## src/rtl/traffic_phase_controller.sv

```systemverilog
// Two-road intersection controller with clearance, pedestrian walk
// service and a night flashing mode; lamps decode directly from state.
module traffic_phase_controller #(
  parameter int CLK_DIV       = 10,
  parameter int GREEN_TICKS   = 10,
  parameter int YELLOW_TICKS  = 3,
  parameter int ALL_RED_TICKS = 1,
  parameter int WALK_TICKS    = 4,
  parameter int TMR_W         = 8
) (
  input  logic       clk,
  input  logic       rst_n,
  input  logic       ped_req_v,
  input  logic       ped_req_h,
  input  logic       flash_en,
  output logic [2:0] v_light,
  output logic [2:0] h_light,
  output logic       walk_v,
  output logic       walk_h,
  output logic [2:0] phase
);

  localparam int PW = (CLK_DIV > 1) ? $clog2(CLK_DIV) : 1;
  localparam logic [PW-1:0] PS_LAST = PW'(CLK_DIV - 1);

  localparam logic [TMR_W-1:0] G_LAST = TMR_W'(GREEN_TICKS - 1);
  localparam logic [TMR_W-1:0] Y_LAST = TMR_W'(YELLOW_TICKS - 1);
  localparam logic [TMR_W-1:0] R_LAST = TMR_W'(ALL_RED_TICKS - 1);
  localparam logic [TMR_W-1:0] WALK_T = TMR_W'(WALK_TICKS);

  localparam logic [2:0] V_GREEN   = 3'd0;
  localparam logic [2:0] V_YELLOW  = 3'd1;
  localparam logic [2:0] ALL_RED_A = 3'd2;
  localparam logic [2:0] H_GREEN   = 3'd3;
  localparam logic [2:0] H_YELLOW  = 3'd4;
  localparam logic [2:0] ALL_RED_B = 3'd5;
  localparam logic [2:0] FLASH     = 3'd6;

  if (CLK_DIV < 1 || GREEN_TICKS < 2 || YELLOW_TICKS < 1 ||
      ALL_RED_TICKS < 1 || WALK_TICKS < 1 ||
      WALK_TICKS >= GREEN_TICKS ||
      GREEN_TICKS > (2 ** TMR_W) ||
      YELLOW_TICKS > (2 ** TMR_W) ||
      ALL_RED_TICKS > (2 ** TMR_W)) begin : g_bad_param
    $error("traffic_phase_controller: illegal timing parameters");
  end

  logic [PW-1:0]    ps_q;
  logic             tick;
  logic [2:0]       state_q;
  logic [2:0]       state_d;
  logic [TMR_W-1:0] tmr_q;
  logic [TMR_W-1:0] last;
  logic             expire;
  logic             tog_q;
  logic             pend_v_q;
  logic             pend_h_q;
  logic             serve_v_q;
  logic             serve_h_q;
  logic             enter_v;
  logic             enter_h;

  // Free-running prescaler, independent of the phase sequence
  always_ff @(posedge clk or negedge rst_n) begin
    if (!rst_n) ps_q <= '0;
    else if (ps_q == PS_LAST) ps_q <= '0;
    else ps_q <= ps_q + PW'(1);
  end

  assign tick = (ps_q == PS_LAST);

  always_comb begin
    last = R_LAST;
    unique case (state_q)
      V_GREEN, H_GREEN:   last = G_LAST;
      V_YELLOW, H_YELLOW: last = Y_LAST;
      default:            last = R_LAST;
    endcase
  end

  assign expire = tick && (tmr_q == last);

  always_ff @(posedge clk or negedge rst_n) begin
    if (!rst_n) state_q <= ALL_RED_B;
    else state_q <= state_d;
  end

  always_comb begin
    state_d = state_q;
    unique case (state_q)
      V_GREEN:   if (expire) state_d = V_YELLOW;
      V_YELLOW:  if (expire) state_d = ALL_RED_A;
      ALL_RED_A: if (expire) state_d = H_GREEN;
      H_GREEN:   if (expire) state_d = H_YELLOW;
      H_YELLOW:  if (expire) state_d = ALL_RED_B;
      ALL_RED_B: if (expire) state_d = flash_en ? FLASH : V_GREEN;
      FLASH:     if (tick && !flash_en) state_d = ALL_RED_B;
      default:   state_d = ALL_RED_B;
    endcase
  end

  assign enter_v = (state_d == V_GREEN) && (state_q != V_GREEN);
  assign enter_h = (state_d == H_GREEN) && (state_q != H_GREEN);

  // Timer holds at zero in FLASH; only the toggle runs there
  always_ff @(posedge clk or negedge rst_n) begin
    if (!rst_n) begin
      tmr_q <= '0;
      tog_q <= 1'b0;
    end else begin
      if (state_d != state_q) tmr_q <= '0;
      else if (tick && state_q != FLASH) tmr_q <= tmr_q + TMR_W'(1);
      if (state_q == FLASH && state_d == FLASH) begin
        if (tick) tog_q <= ~tog_q;
      end else begin
        tog_q <= 1'b0;
      end
    end
  end

  always_ff @(posedge clk or negedge rst_n) begin
    if (!rst_n) begin
      pend_v_q  <= 1'b0;
      pend_h_q  <= 1'b0;
      serve_v_q <= 1'b0;
      serve_h_q <= 1'b0;
    end else begin
      pend_v_q <= enter_v ? 1'b0 : (pend_v_q | ped_req_v);
      pend_h_q <= enter_h ? 1'b0 : (pend_h_q | ped_req_h);
      if (enter_v) serve_v_q <= pend_v_q | ped_req_v;
      if (enter_h) serve_h_q <= pend_h_q | ped_req_h;
    end
  end

  always_comb begin
    v_light = 3'b001;
    h_light = 3'b001;
    walk_v  = 1'b0;
    walk_h  = 1'b0;
    phase   = state_q;
    unique case (state_q)
      V_GREEN: begin
        v_light = 3'b100;
        walk_v  = serve_v_q && (tmr_q < WALK_T);
      end
      V_YELLOW: v_light = 3'b010;
      H_GREEN: begin
        h_light = 3'b100;
        walk_h  = serve_h_q && (tmr_q < WALK_T);
      end
      H_YELLOW: h_light = 3'b010;
      FLASH: begin
        v_light = tog_q ? 3'b010 : 3'b000;
        h_light = tog_q ? 3'b001 : 3'b000;
      end
      default: ;
    endcase
  end

endmodule
```

## config.mk

```make
export PLATFORM = sky130hd
export DESIGN_NAME = traffic_phase_controller
export DESIGN_NICKNAME = d
export VERILOG_FILES = /design/src/rtl/traffic_phase_controller.sv
export SDC_FILE = /design/constraint.sdc
export NUM_CORES = 1
export LEC_CHECK = 0
export ABC_AREA = 1
export BUFFER_PORTS_ARGS = -buffer_cell sky130_fd_sc_hd__buf_2
export CORE_AREA = 5 5 62 64
export CTS_CLUSTER_DIAMETER = 100
export DETAILED_ROUTE_END_ITERATION = 10
export DIE_AREA = 0 0 67 69
export PLACE_DENSITY = 0.62
export SLEW_MARGIN = 20
export SYNTH_ARGS = -nofsm -noshare
export SYNTH_HDL_FRONTEND = slang
export SYNTH_SLANG_ARGS = --single-unit
```

## constraint.sdc

```tcl
create_clock -name clk -period 2.89 [get_ports clk]
set_input_delay 0.1445 -clock clk [delete_from_list [all_inputs] [get_ports clk]]
set_output_delay 0.1445 -clock clk [all_outputs]
set_load 0.01 [all_outputs]
```

Yosys cells after proc, flatten, opt, wreduce, memory -nomap -nowiden
Index checks and enable logic that the tools add are counted.
{ "totals": {"wordCells": 66, "mem_count": 0, "mem_bits_rw": 0, "output_inout_bits": 11, "regBits": 20, "latchBits": 0, "mem_bits_ro": 0, "inputBits": 5} }
{ "classes": {"mul": 0, "div_mod_pow": 0, "add_sub_neg": 2, "n_reduce_logical": 15, "bitwise_logic": 3, "eq_ne": 14, "shift": 0, "muxes": 23, "order_cmp": 1} }
{ "ops": {"columns": ["cell", "n"], "rows": [
  ["$mux 3", 8],
  ["$pmux 3 s7", 1],
  ["$pmux 3 s3", 2],
  ["$mux 8", 2],
  ["$eq 3x3->1 const B", 4],
  ["$eq 3x2->1 const B", 3],
  ["$add 8x1->8 const B", 1],
  ["$eq 8x8->1", 1],
  ["$logic_and 1x1->1", 8],
  ["$lt 8x3->1 const B", 1],
  ["$pmux 4 s2", 1],
  ["$mux 1", 7],
  ["$logic_not 3->1", 2],
  ["$add 4x1->4 const B", 1],
  ["$eq 4x4->1 const B", 1],
  ["$mux 4", 1],
  ["$reduce_or 2->1", 2],
  ["$eq 3x1->1 const B", 1],
  ["$ne 3x2->1 const B", 1],
  ["$ne 3x3->1", 1],
  ["$ne 3x3->1 const B", 1],
  ["$reduce_bool 3->1", 1],
  ["$mux 2", 1],
  ["$ne 2x2->1 const B", 1],
  ["4 further kinds", 5]
]} }

Depth between registers and ports, before layout
{ "depth": {"word_depth": 10, "depth_mapped": 13, "ltp_nobuf": 13} }

Worst setup path before layout
No wires, ideal clock.
{ "synth_timing": {"path_type": "register to register", "from": "reg state_q[0], in the netlist phase[0]", "to": "reg tmr_q[1]", "path_buffers": 0, "path_stages_with_launch": 12, "t_arrival_ns": 1.585, "t_required_ns": 2.770, "synth_period_minus_slack_ns": 1.705, "setup_time_ns": 0.120, "slack_ns": 1.185, "path_cell_list": "dfstp_2 inv_2 nand3_1 a21oi_2 nor2_2 nand3_1 nand2_2 nand3_2 nand2_2 nand3_2 nand2_4 nor2_2"} }
{ "synth_between": {"elab_chain_cells": 9, "elab_cells_between_ends": 25, "cone_classes": "9 x eq/ne; 10 x mux; 6 x reduce/logical"} }
{ "synth_lines": {"columns": ["item", "line", "text"], "rows": [
  ["from (decl)", "50", "logic [2:0] state_q;"],
  ["from (signal assigned)", "85", "else state_q <= state_d;"],
  ["$eq 3x3->1, or another cell as far along", "74, 90", null],
  ["$reduce_or 2->1", "74", "unique case (state_q)"],
  ["$pmux 4 s2", "74", null],
  ["$eq 8x8->1", "81", "assign expire = tick && (tmr_q == last);"],
  ["$logic_and 1x1->1", "81", null],
  ["$mux 3, or another cell as far along", "96", "ALL_RED_B: if (expire) state_d = flash_en ? FLASH : V_GREEN;"],
  ["$pmux 3 s7", "90", "unique case (state_q)"],
  ["$ne 3x3->1", "111", "if (state_d != state_q) tmr_q <= '0;"],
  ["$mux 8 / $reduce_bool 2->1 (equally long branches)", null, null],
  ["to (signal assigned)", "112", "else if (tick && state_q != FLASH) tmr_q <= tmr_q + TMR_W'(1);"],
  ["to (decl)", "52", "logic [TMR_W-1:0] tmr_q;"]
]} }
Parallel ways exist; a longest one is shown, timed or not.
A chain may end at the register's enable or synchronous reset.

Worst setup path after layout
{ "layout_timing": {"from": "reg state_q[1], in the netlist phase[1]", "to": "reg tmr_q[7]"} }
The elaborated chain is that of the path after synthesis.

==> metrics <==
result of the run completed; Syn Inst Count 149; largest net degree at the start of global routing 21; cts bufs inserted 3; CP Data Required Time 3090 ps; met2 track demand over resource between 10% and 20%; Post-Synth Simple-Gate Area 36.9%; Clk pwr share between 10% and 20%; share of synthesized registers carrying an async set or reset 100%; CTS clk-pin slew, worst paths 120 ps; most used cells in the layout excluding fill and tap cells sky130_fd_sc_hd__inv_1 (18), sky130_fd_sc_hd__nor2_1 (18), sky130_fd_sc_hd__dfrtp_1 (18); combinational fraction of design power 47.6%; VDD IR max 0.217 mV; number of global-route vias before repair 1,025; source of the worst register-to-register timing path phase[1]; startpoint type of the worst setup path flop; final period utilization 67.7%; number of buffers and inverters on the critical path 0; gp weighted congestion 0.848; CTS tree done; number of antenna violations at the first check in global routing 0; area of the core 3230 um^2; cell-by-cell trace of the critical path nor2_2 -> nand2_2 -> nand3_2 -> nand2_1 -> nor2_2 -> nand2_1 -> nand2_1 -> nand3_2 -> nand2_2 -> nand3_2 -> nand2_4 -> nor2_2; number of slew-limit violations in the final report 0; number of warning messages in the yosys log 0; number of standard-cell rows in the floorplan 21; largest family of logic cells by synthesized area simple AND/OR/NAND/NOR gates; top achievable clock speed ~510 MHz; number of buffers between clock root and the deepest sink 2; Switch Pwr 0.459 mW; start point of the worst hold path ped_req_h; FF-to-FF setup slack 930 ps; post-synth cell types 26; Antenna Diode Count 0; critical-path maximum fanout 8; worst min-delay path class in2reg; number of vias in the routed layout 1,042; sink count of the clock tree 20; multiplexer fraction of the synthesized cell area 0.822%; starting density of the core 37.7%; global-route met3 utilization around 2.3%; final hold vios 0; count of port buffers added during placement 15; setup repair after global routing missed its margin no; Top FF cell, synth sky130_fd_sc_hd__dfrtp_1; Tot GR Track Use 12.1%; H-tree lvl count 1; number of antenna-violating nets in the routed design 0; dominant delay contributor by cell family on the critical path simple AND/OR/NAND/NOR gates; height of the die 69 um; worst reg2reg path endpoint tmr_q[7]; router iterations before antenna repair 4; flop and latch count out of synthesis 20; critical path's largest stage delay 520 ps; Internal Pwr Total 0.566 mW; xor/xnor share of the synthesized area 5.76%; total negative slack for setup checks 0 ps; layout-stage area growth over the synthesis result 14.7%; DR WL/cell between 10 and 15 um; Synth Net Count 155; post-layout total power 1.03 mW; library cell contributing the largest single delay on the critical path sky130_fd_sc_hd__dfrtp_1; adder-cell share of the synthesized area 1.03%; post-detailed-routing wire length 2570 um; crit path time final 1960 ps; startpoint-to-endpoint class of the critical path reg2reg; fill count 335; Slew @ Worst Pin roughly 460 ps; initial detailed-routing violation count 35; complex-gate fraction of the synthesized area around 7.7%; Residual DRC 0; die outline area 4620 um^2; power density of the placed cells ~730 nW/um^2; depth of the worst register-to-register path 12; clk root buf sky130_fd_sc_hd__clkbuf_4; Hold EP pend_h_q; Finish-stage setup viols 0; portion of the post-synthesis area used by sequential elements 41.3%; Vias per Instance around 4.8; GRT busiest layer met2; Sequential Power Share 36.0%; chip width 67 um; switching part of the total 44.8%; global-route track usage on met1 between 10% and 20%; EDFF count, synth 0; global-route wire length before repair between 4000 and 5000 um; capturing element type of the critical path flop; clock latency of the later-clocked register in the worst-skew pair around 310 ps; number of cells traversed by the worst hold path 2; remaining max-slew budget at the tightest pin 69.2%; proportion of layout cells with a drive suffix above 1 32.0%; leakage 0.723 nW; worst clock skew on the final layout 6.03 ps; Worst Path Arrival 2160 ps; Ports 16; number of nets in the finished design 176; estimated wirelength of the detail-placed design 2000 um; number of maximum-capacitance violations 0; overflow left after global routing 0; mean cell area of the mapped netlist 8.17 um^2; post-synth design cell area 1220 um^2
routing by layer:
| metal | share of wire (%) | vias up |
|---|---|---|
| met4 | 1.8 | 0 |
| met3 | 5.4 | 6 |
| met2 | 47 | 28 |
| li1 | - | 519 |
| met1 | 46 | 489 |
| met5 | 0 | - |
per-stage QoR:
stage	instance area [um^2]	instances	setup slack (ps)	hold WS [ps]	utilization [%]
global placement	1350	210	1000	120	41.8
finish	1400	215	934	60.8	43.2
floorplan	1220	149	1180	-151	-
CTS	1400	215	950	61.3	43.2
global route	1400	215	753	59.7	43.2
detailed placement	1350	210	981	126	41.8
cell type report:
type	instances	area (um^2)	share of cell area [%]
Timing Repair Buffer	16	85.1	6.09
Sequential cell	20	503	36.0
Clock buffer	4	36.3	2.60
Tap cell	46	57.6	4.12
Inverter	21	78.8	5.65
Multi-Input combinational cell	108	636	45.5
worst reg2reg max path: stages (launching register included):
cell and delay, ps:
sky130_fd_sc_hd__dfrtp_1 520, sky130_fd_sc_hd__nor2_2 280, sky130_fd_sc_hd__nand2_2 150, sky130_fd_sc_hd__nand3_2 120
sky130_fd_sc_hd__nand2_1 70, sky130_fd_sc_hd__nor2_2 100, sky130_fd_sc_hd__nand2_1 100, sky130_fd_sc_hd__nand2_1 90
sky130_fd_sc_hd__nand3_2 80, sky130_fd_sc_hd__nand2_2 70, sky130_fd_sc_hd__nand3_2 80, sky130_fd_sc_hd__nand2_4 160
sky130_fd_sc_hd__nor2_2 50
synthesized netlist by cell type (3+ instances only):
master,instances,share of area [%]
sky130_fd_sc_hd__dfrtp_1,18,37
sky130_fd_sc_hd__inv_1,18,5.5
sky130_fd_sc_hd__nor2_1,18,5.5
sky130_fd_sc_hd__nand2_1,15,4.6
sky130_fd_sc_hd__nand3_1,12,4.9
sky130_fd_sc_hd__nor2_2,12,6.2
sky130_fd_sc_hd__nand2_2,8,4.1
sky130_fd_sc_hd__xor2_1,8,5.8
sky130_fd_sc_hd__o21ai_0,6,2.5
sky130_fd_sc_hd__nand3_2,4,3.3
sky130_fd_sc_hd__nor3_1,4,1.6
sky130_fd_sc_hd__inv_2,3,0.92
sky130_fd_sc_hd__nand4_1,3,1.5
sky130_fd_sc_hd__o21ai_1,3,1.2
repair_timing:
item	in CTS	in global routing
setup buffers	0	0
hold buffers	1	0
gates resized for setup	0	0
hold endpoints to repair	18	0
registers in the layout, indices dropped and copies added, names as in the netlist:
signal and count:
pend_h_q 1, pend_v_q 1, phase 3, ps_q 4, tmr_q 8, serve_v_q 1
serve_h_q 1, tog_q 1
worst max-delay path by stage:
stage | end | cells past startpoint | startpoint | slack (ps)
after CTS | tmr_q[7] | 12 | phase[1] | 950
final | tmr_q[7] | 12 | phase[1] | 930
after floorplan | tmr_q[1] | 11 | phase[0] | 1180
after global routing | serve_v_q | 10 | phase[1] | 750
after global placement | tmr_q[7] | 12 | phase[1] | 1000
after detailed placement | pend_v_q | 10 | phase[1] | 980
cells by family after synthesis:
group                    Yosys count
AND/OR/NAND/NOR                   82
flip-flops                        20
adder cells (fa/ha/maj)            1
AO/OA/AOI/OAI                     16
buffers and inverters             21
multiplexers                       1
XOR/XNOR                           8
power by group through the flow:
stage	clock network (mW)	logic, mW	registers [mW]
floorplan	0	0.368	0.366
global placement	0	0.483	0.372
detailed placement	0	0.488	0.373
CTS	0.168	0.492	0.368
global route	0.180	0.550	0.374
finish	0.168	0.488	0.370
Note: power is estimated with default switching activity, not from simulation.
